===== config.mk =====
export PLATFORM = sky130hd
export DESIGN_NAME = nv_nvdla_pdp_wdma_dat_fifo_ctrl
export DESIGN_NICKNAME = d
export VERILOG_FILES = /design/src/rtl/nv_nvdla_pdp_wdma_dat_fifo_ctrl.sv
export SDC_FILE = /design/constraint.sdc
export NUM_CORES = 1
export LEC_CHECK = 0
export CAP_MARGIN = 40
export CORE_AREA = 4 4 102 104
export CTS_CLUSTER_DIAMETER = 100
export DETAILED_ROUTE_END_ITERATION = 10
export DIE_AREA = 0 0 106 108
export GPL_TIMING_DRIVEN = 1
export HOLD_SLACK_MARGIN = 0.08
export PLACE_DENSITY = 0.6
export SLEW_MARGIN = 20
export SYNTH_ARGS = -nofsm -noshare
export SYNTH_HDL_FRONTEND = slang
export SYNTH_SLANG_ARGS = --single-unit
export TNS_END_PERCENT = 20

===== constraint.sdc =====
create_clock -name clk -period 1.6 [get_ports clk]
set_input_delay 0.32 -clock clk [delete_from_list [all_inputs] [get_ports clk]]
set_output_delay 0.32 -clock clk [all_outputs]
set_load 0.02 [all_outputs]

===== src/rtl/nv_nvdla_pdp_wdma_dat_fifo_ctrl.sv =====
// Valid/ready controller sequencing the PDP WDMA 3x64 flop-RAM as a 3-entry FIFO.
// Optional same-cycle pass-through when empty: NV_NVDLA_PDP_WDMA_DAT_FIFO_BYPASS_EN.
module nv_nvdla_pdp_wdma_dat_fifo_ctrl #(
  parameter int unsigned DEPTH = 3,
  parameter int unsigned WIDTH = 64
) (
  input  logic             clk,
  input  logic             rst,
  input  logic             wr_pvld,
  output logic             wr_prdy,
  input  logic [WIDTH-1:0] wr_pd,
  output logic             rd_pvld,
  input  logic             rd_prdy,
  output logic [WIDTH-1:0] rd_pd,
  output logic             ram_we,
  output logic [1:0]       ram_wa,
  output logic [1:0]       ram_ra,
  output logic [WIDTH-1:0] ram_di,
  input  logic [WIDTH-1:0] ram_dout,
  output logic [1:0]       fifo_count,
  output logic             fifo_idle
);

  localparam logic [1:0] LAST = 2'(DEPTH - 1);
  localparam logic [1:0] FULL = 2'(DEPTH);

  logic [1:0] wr_ptr;
  logic [1:0] rd_ptr;
  logic [1:0] count;
  logic       empty;
  logic       bypass_take;
  logic       push;
  logic       pop;

  function automatic logic [1:0] ptr_inc(input logic [1:0] p);
    return (p == LAST) ? 2'd0 : p + 2'd1;
  endfunction

  assign empty   = (count == '0);
  assign wr_prdy = !rst && (count != FULL);

`ifdef NV_NVDLA_PDP_WDMA_DAT_FIFO_BYPASS_EN
  // Empty FIFO hands producer data straight to the consumer via RAM address 3.
  assign bypass_take = empty && wr_pvld && rd_prdy && !rst;
  assign rd_pvld     = !rst && (!empty || wr_pvld);
  assign ram_ra      = empty ? 2'd3 : rd_ptr;
`else
  assign bypass_take = 1'b0;
  assign rd_pvld     = !rst && !empty;
  assign ram_ra      = rd_ptr;
`endif

  assign push       = wr_pvld && wr_prdy && !bypass_take;
  assign pop        = rd_pvld && rd_prdy && !empty;
  assign ram_we     = push;
  assign ram_wa     = wr_ptr;
  assign ram_di     = wr_pd;
  assign rd_pd      = ram_dout;
  assign fifo_count = count;
  assign fifo_idle  = empty && !wr_pvld;

  always_ff @(posedge clk) begin
    if (rst) begin
      wr_ptr <= '0;
      rd_ptr <= '0;
      count  <= '0;
    end else begin
      if (push) wr_ptr <= ptr_inc(wr_ptr);
      if (pop)  rd_ptr <= ptr_inc(rd_ptr);
      case ({push, pop})
        2'b10:   count <= count + 2'd1;
        2'b01:   count <= count - 2'd1;
        default: count <= count;
      endcase
    end
  end

  always_ff @(posedge clk) begin
    if (!rst) begin
      assert (!(push && !pop && count == FULL));
      assert (!(pop && !push && empty));
    end
  end

endmodule


==> results of run 1 <==
[logic make-up after synthesis]
family | Yosys count | share of synthesized area (%)
AO/OA/AOI/OAI | 7 | 2.985
XOR/XNOR | 2 | 1.393
adder cells (fa/ha/maj) | 1 | 0.9949
buffers and inverters | 131 | 77.61
flip-flops | 6 | 9.553
multiplexers | 2 | 1.592
AND/OR/NAND/NOR | 15 | 5.871
[what timing repair did]
action,CTS,global route
pin swaps,0,0
resized for setup,11,4
setup endpoints to repair,7,4
[how the worst max path moves through the flow]
stage | from | end | slack [ns] | cells after the start
after floorplan | fifo_count[0]$_SDFFE_PP0P_ | fifo_count[1]$_SDFFE_PP0P_ | -0.01 | 7
after global placement | rst | ram_we | -0.48 | 5
after detailed placement | rst | ram_we | -0.53 | 5
after CTS | wr_pvld | ram_we | -0.02 | 4
after global routing | fifo_count[0]$_SDFFE_PP0P_ | fifo_count[0] | 0.01 | 1
final | fifo_count[0]$_SDFFE_PP0P_ | fifo_count[0] | 0.04 | 1
[stage by stage]
step | power, mW | setup TNS (ns) | cell area (um2)
detailed placement | 0.3809 | -2.301 | 688.2
global placement | 0.3785 | -2.102 | 688.2
finish | 0.6170 | 0 | 735.7
global route | 0.6661 | 0 | 735.7
CTS | 0.6403 | -0.01969 | 733.2
floorplan | 0.7628 | -0.01415 | 1314
[layout make-up]
cell class | instances | area, um2 | share of cell area [%]
clock buffers | 4 | 45.04 | 6.122
flip-flops and latches | 6 | 125.1 | 17.01
inverters | 1 | 3.754 | 0.5102
repair buffers | 21 | 190.2 | 25.85
multi-input cells | 27 | 205.2 | 27.89
well taps | 133 | 166.4 | 22.62
[registers in the layout, indices dropped and copies added, names as in the netlist]
| name | flops |
|---|---|
| fifo_count | 2 |
| ram_ra | 2 |
| ram_wa | 2 |
[placed cells by master, fill, tap and decap left out, types with 2 or more instances in the layout]
cell type	count
sky130_fd_sc_hd__mux2i_1	2
sky130_fd_sc_hd__nor2_1	4
sky130_fd_sc_hd__clkdlybuf4s15_2	2
sky130_fd_sc_hd__a21oi_1	3
sky130_fd_sc_hd__dfxtp_1	4
sky130_fd_sc_hd__buf_4	9
sky130_fd_sc_hd__dlymetal6s2s_1	3
sky130_fd_sc_hd__or3_1	2
sky130_fd_sc_hd__clkdlybuf4s50_1	4
sky130_fd_sc_hd__nor2_4	2
sky130_fd_sc_hd__clkbuf_8	3
sky130_fd_sc_hd__dlygate4sd2_1	2
[per-layer routing]
metal / share of wire, % / vias to the layer above / wire length (um) / global-route usage [%]
met5: 0 / - / 0 / 0
met4: 17 / 0 / 500 / 8.418
met3: 22 / 70 / 651 / 4.955
met2: 40 / 75 / 1202 / 6.603
met1: 21 / 214 / 644 / 2.698
li1: - / 166 / - / -
[worst min-delay path, cell delays in order]
cell,delay (ns)
sky130_fd_sc_hd__clkbuf_2,0.15
sky130_fd_sc_hd__buf_4,0.15
sky130_fd_sc_hd__a21oi_1,0.04
[power by group]
| part | internal (mW) | switching (mW) |
|---|---|---|
| combinational | 0.0924 | 0.0853 |
| clock | 0.173 | 0.0791 |
| sequential | 0.166 | 0.0215 |
==> summary by stage, run 1 <==
Setup path
The terminus of the critical flop-to-flop path is fifo_count[1]$_SDFFE_PP0P_. The setup slack on the worst flop-to-flop path is 0.11 ns. STA classifies the critical path startpoint as a register. The critical path buffer and inverter count is 1. For the worst setup path, the data required time is 1.28 ns. Among all stages on the critical path, the largest delay is contributed by sky130_fd_sc_hd__clkdlybuf4s50_1. The top fanout value on the critical path is 6. Counting cells, the worst reg-to-reg path comes to 7.

The signal on the critical path passes through clkdlybuf4s50_1. By startpoint and endpoint, the worst setup path is classified as reg -> out. The arrival time at the worst endpoint is 1.24 ns.

The origin of the critical flop-to-flop path is fifo_count[0]$_SDFFE_PP0P_. STA classifies the critical path endpoint as a primary output. On the worst path, the slowest cell contributes a delay of 0.62 ns. The critical path's top delay family is buffers and inverters.

Synth
The most frequent cell after synthesis is sky130_fd_sc_hd__buf_4. The synthesized design contains 6 register bits. For this run, the number of Yosys warnings is 0. The gate count of the mapped netlist is 164. The synthesized design spends more area on one cell type than any other, namely sky130_fd_sc_hd__buf_4. The area share of the largest cell type after synthesis is 77.01%. Ranked by total cell area, the synthesized netlist is headed by sky130_fd_sc_hd__buf_4, sky130_fd_sc_hd__dfxtp_1, sky130_fd_sc_hd__nor2_1. The synthesized netlist net count is 297. Sorting the synthesized cells by how often they occur yields sky130_fd_sc_hd__buf_4, sky130_fd_sc_hd__dfxtp_1, sky130_fd_sc_hd__nor2_1, sky130_fd_sc_hd__a21oi_1.

Yosys mapped a number of flops with a built-in enable equal to 0. The average footprint of a synthesized cell is 7.667 um2. The main flop type after synthesis is sky130_fd_sc_hd__dfxtp_1. Summing every instance area after synthesis gives 1257 um2.

The distinct cell type count of the synthesized netlist is 20. Summing the sequential cell areas from Yosys gives 9.552% of the chip area. The async set-or-reset flop fraction in the synthesized netlist is 0%.

Clock tree
CTS placed an instance of sky130_fd_sc_hd__clkbuf_8 at the clock tree root. Clock-pin slew was measured on the worst setup and hold paths at 0.04 ns. The number of hold buffers added after CTS was 0. The later-pin clock latency in the skew report is 0.23 ns.

The post-CTS setup buffer count is 0. Counting the buffers created by CTS gives 3. CTS built an H-tree with a depth of 1. The TritonCTS clock tree is done. For this design, the sink count on the clock tree is 6.

The maximum clock path buffer count is 2.

Global route
The pin count of the biggest net entering global routing is 7. The first global-routing pass estimated 3781 um of wire. The total grt overflow is 0. The number of global-route vias before repair is 519.

The overall fraction of global-route tracks in use is 4.952%. The initial antenna violation count is 0.

Placed design
Input and output buffers added on the ports amount to 13. OpenSTA, run right after detailed placement, puts the worst setup slack at -0.5251 ns. The post-detailed-placement half-perimeter wirelength is 2628 um. The instance count after placement with tap cells included is 188.

The routability-driven placement congestion ratio is 0.5376.

Routing
Dividing the detail-routed wire length by the instance count gives 15.62 um. After detailed routing, the number of vias per cell comes to 2.734. The total wire length after detailed routing is 2999 um. The detail route stage leaves a number of antenna-violating nets equal to 0.

For this block, the initial DRC count from the detailed router was 14. The number of iterations in the first detailed-routing pass is 2. The detailed-route DRC error count is 0. Summing over every cut layer, the via total after detailed routing is 525.

Timing
On the final layout, the worst hold slack is 0.4727 ns. The minimum clock period is 1.560 ns. The hold violation total from the final report is 0.

At the pin with the least slew margin, the transition time is 0.3618 ns. Measured against its own limit, the worst slew margin works out to 75.72%. For this run, the top clock speed supported by timing is 0.6409 GHz.

Setup repair after global routing left no endpoint under its margin. The max-slew violation count came to 0. On the final layout, the worst clock skew is 0.005919 ns. After layout, the worst setup slack is 0.03959 ns. Setup violations remaining at the end of the flow were counted as 0. Of the available clock period, the critical path in the final layout requires 97.53%.

Floorplanning
Once the floorplan was initialized, standard cells occupied 13.17% of the core. The floorplan die area is 11450 um2. The horizontal die dimension is 106 um. The core footprint is 9549 um2. From bottom edge to top edge, the die measures 108 um. 270 I/O pins were placed. In this run the core area contains 36 standard-cell rows.

Cells and area
The fraction of layout cells with a size suffix above 1 is 38.98%. Relative to the synthesized area, the layout overhead comes to -41.49%. Once layout is complete, the utilization of the core stands at 7.704%. The repair_antennas step left the layout with diodes totalling 0. The filler-free cell count of the finished design is 192. After filler insertion, the fill cell instance count of the layout stands at 1141. The net count of the finished layout is 193.

Worst hold path
The worst hold path begins at rst. The path type of the worst min-delay path is in -> reg. The hold-critical path depth is 3.

The path with the worst hold slack has its endpoint at fifo_count[1]$_SDFFE_PP0P_.

Pwr
In this run the power density over the cells is 838.6 nW/um2. The maximum vdd ir drop is 0.0001355 V. The analysis attributes to cell leakage a power of 0.2941 nW.

Outcome
The flow ran to the end, and the final reports show no timing, DRC or antenna violations.

Job
The max-capacitance violation count is 0.
Power figures use the tool's default switching activity.
==> run 2, diff against run 1 <==
- CORE_AREA: 4 4 102 104 -> 4 4 104 106
- DIE_AREA: 0 0 106 108 -> 0 0 108 110
- DONT_BUFFER_PORTS: not set -> 1
- PLACE_DENSITY: 0.6 -> 0.3
==> run 2 against run 1 <==
Net effect:
- worst setup slack improved by 0.076 ns
- maximum frequency is 5.1% higher
- worst hold slack worse by 0.31 ns
- final cell count down 7.8%
- via count fell by 22%
- register-to-register slack hardly changed
- clock skew is 0.0014 ns lower
- flip-flop and latch count did not move
- total power down 9.8%
==> summary by stage, run 2 (synthesis results as in run 1) <==
Outcome
The run finished with clean final reports.

Routing
The total wire length after detailed routing is 2246 um. In the final routed layout, each cell accounts on average for 12.69 um. The highest signal layer in the routed design is met4. The first routing iteration left 15 violations. The detail route stage leaves a number of antenna-violating nets equal to 0. The detailed router put a total of 472 um of wire on met1. Detailed routing placed a total of 466 um of wire on met3. The total met2 wirelength after detailed routing is 879 um. Dividing the detail-routed via count by the number of cells gives 2.305. The detailed-route DRC error count is 0. The number of iterations in the first detailed-routing pass is 2. Detailed routing inserted a total of 408 vias.

Clock tree
After clock tree synthesis, the clock-pin slew on the worst setup and hold paths is 0.04 ns. TritonCTS built the clock tree. The root buffer cell chosen for the clock tree is sky130_fd_sc_hd__clkbuf_8. The post-CTS setup buffer count is 0. The number of buffers inserted during clock tree synthesis is 3.

The H-tree depth is 1. The total clock sinks is 6. The later-pin clock latency in the skew report is 0.22 ns. In this run, post-CTS repair resized a total of 0 instances. The quantity of hold-fixing buffers added after cts is 0. In this run the deepest clock path goes through 2 buffers.

Floorplanning
The vertical die dimension is 110 um. The count of standard-cell rows is 36. The floorplan die area is 11880 um2.

The die is 108 um wide. The floorplan step defined a core boundary enclosing 9774 um2. The number of top-level pins is 270. The initial utilization of the core area, before any placement, comes to 12.86%.

Job
The max-capacitance violation count is 0.

Timing
The fraction of the cycle the final worst path needs is 92.78%. Summed over all failing endpoints, the final setup total negative slack is 0 ns. The max-slew violation count is 0. The headroom to the max-slew limit is 78.03%. The number of setup violations in the final report is 0. Setup slack on the critical path of the routed design comes to 0.1155 ns. The minimum clock period is 1.485 ns. Based on the critical path, the design can be clocked at up to 0.6736 GHz. The transition time of the tightest slew-check pin is 0.3291 ns. On the final layout, the worst clock skew is 0.004480 ns. The hold violation total from the final report came to 0. Setup repair after global routing left no endpoint under its margin.

Placed design
The routability-driven placement congestion ratio is 0.5961. Before CTS, the worst setup slack after placement is 0.1162 ns. In this run the tool buffered the top-level ports with 0 buffer cells. The post-detailed-placement half-perimeter wirelength is 1875 um.

Global route
The pin count of the biggest net entering global routing is 9. The global-route wire length before repair is 2753 um. Global routing consumed, over all layers together, 3.374% of the routing resources. The total grt overflow is 0. The initial antenna violation count is 0. The number of global-route vias before repair was 426.

Pwr
The maximum vdd ir drop is 0.0002062 V. The power share of the sequential group is 35.7%. The switching power as a share of total power is 28.83%. Summed over all cells, the static leakage comes to 0.1825 nW. The analysis attributes to net switching a power of 160.4 uW. The share of total power in combinational logic is 22.3%. The clock share of power is 42.0%. The cell-internal power is 395.8 uW. The total power density per cell area is 941.8 nW/um2.

Cells and area
In the layout the commonest cells are sky130_fd_sc_hd__buf_4, sky130_fd_sc_hd__nor2_1, sky130_fd_sc_hd__dfxtp_1, sky130_fd_sc_hd__a21oi_1, sky130_fd_sc_hd__clkbuf_8. The net count of the finished layout is 178. Leaving out fill and tap cells, the most frequent cell in the layout is sky130_fd_sc_hd__buf_4.

0 antenna diodes ended up in the layout. Cells with a size suffix above 1 make up 38.64% of the layout. Relative to the synthesized area, the layout overhead comes to -53.03%.

Setup path
The category of the worst setup path launch point is a register. For the worst setup path, the data required time is 1.75 ns. The type of the worst setup path is reg -> reg.

The nature of the critical path endpoint is a register. The top fanout value on the critical path is 5. At the worst endpoint, the arrival time is 1.63 ns.

Worst hold path
The path type of the worst min-delay path is in -> reg.
-- run 2: changes by cell type in the layout (fill, tap and decap cells not counted) --
cell,change
sky130_fd_sc_hd__clkdlybuf4s50_1,-4
sky130_fd_sc_hd__clkbuf_2,-1
sky130_fd_sc_hd__dlymetal6s2s_1,-3
sky130_fd_sc_hd__clkdlybuf4s15_2,-2
sky130_fd_sc_hd__buf_4,-3
sky130_fd_sc_hd__dlygate4sd2_1,-2
-- run 2: power groups by stage --
stage          registers (mW)  clock network [mW]  logic, mW
2_1_floorplan           0.199                   0      0.564
3_3_place_gp            0.203                   0      0.130
3_5_place_dp            0.203                   0      0.127
4_1_cts                 0.201               0.245      0.128
5_1_grt                 0.202               0.261      0.135
6_report                0.199               0.234      0.124
-- run 2: layer usage --
layer | vias to the layer above | global-route usage (%)
met5 | - | 0
met3 | 58 | 2.854
met1 | 160 | 1.826
met4 | 0 | 7.033
met2 | 56 | 4.263
li1 | 134 | -
-- run 2: path summary, 6_finish.rpt --
check / startpoint / to / slack (ns) / cells after the start
hold / removal: rst / fifo_count[1]$_SDFFE_PP0P_ / 0.16 / 1
setup reg to reg: fifo_count[0]$_SDFFE_PP0P_ / fifo_count[1]$_SDFFE_PP0P_ / 0.12 / 7
hold reg to reg: ram_ra[0]$_SDFFE_PP0P_ / ram_ra[0]$_SDFFE_PP0P_ / 0.61 / 2
setup / recovery: fifo_count[0]$_SDFFE_PP0P_ / fifo_count[1]$_SDFFE_PP0P_ / 0.12 / 7
-- run 2: worst max-delay path: stages, from the launching register on --
cell and delay [ns]:
sky130_fd_sc_hd__dfxtp_4 0.36, sky130_fd_sc_hd__nor2_4 0.12, sky130_fd_sc_hd__nor2_4 0.04, sky130_fd_sc_hd__and2_4 0.13, sky130_fd_sc_hd__ha_4 0.15, sky130_fd_sc_hd__xnor2_1 0.12
sky130_fd_sc_hd__or3_1 0.37, sky130_fd_sc_hd__a21oi_1 0.12
-- run 2: final cells by class --
| class | instances | area, um2 |
|---|---|---|
| sequential | 6 | 125.1 |
| clock buffer | 4 | 45.04 |
| multi-input combinational | 27 | 205.2 |
| timing repair buffer | 6 | 45.04 |
| fill | 1167 | 9184 |
| inverter | 1 | 3.754 |
| tap | 133 | 166.4 |
-- run 2: stage by stage --
stage                     utilization (%)  hold WS, ns  instance area, um2  power (mW)  instances
after floorplan                         -       0.5490                1314      0.7628        164
after global placement              5.581       0.3927               545.5      0.3324        173
after detailed placement            5.581       0.3907               545.5      0.3305        173
after CTS                           6.042       0.1532               590.6      0.5732        177
after global routing                6.042       0.1499               590.6      0.5986        177
final                               6.042       0.1589               590.6      0.5562        177
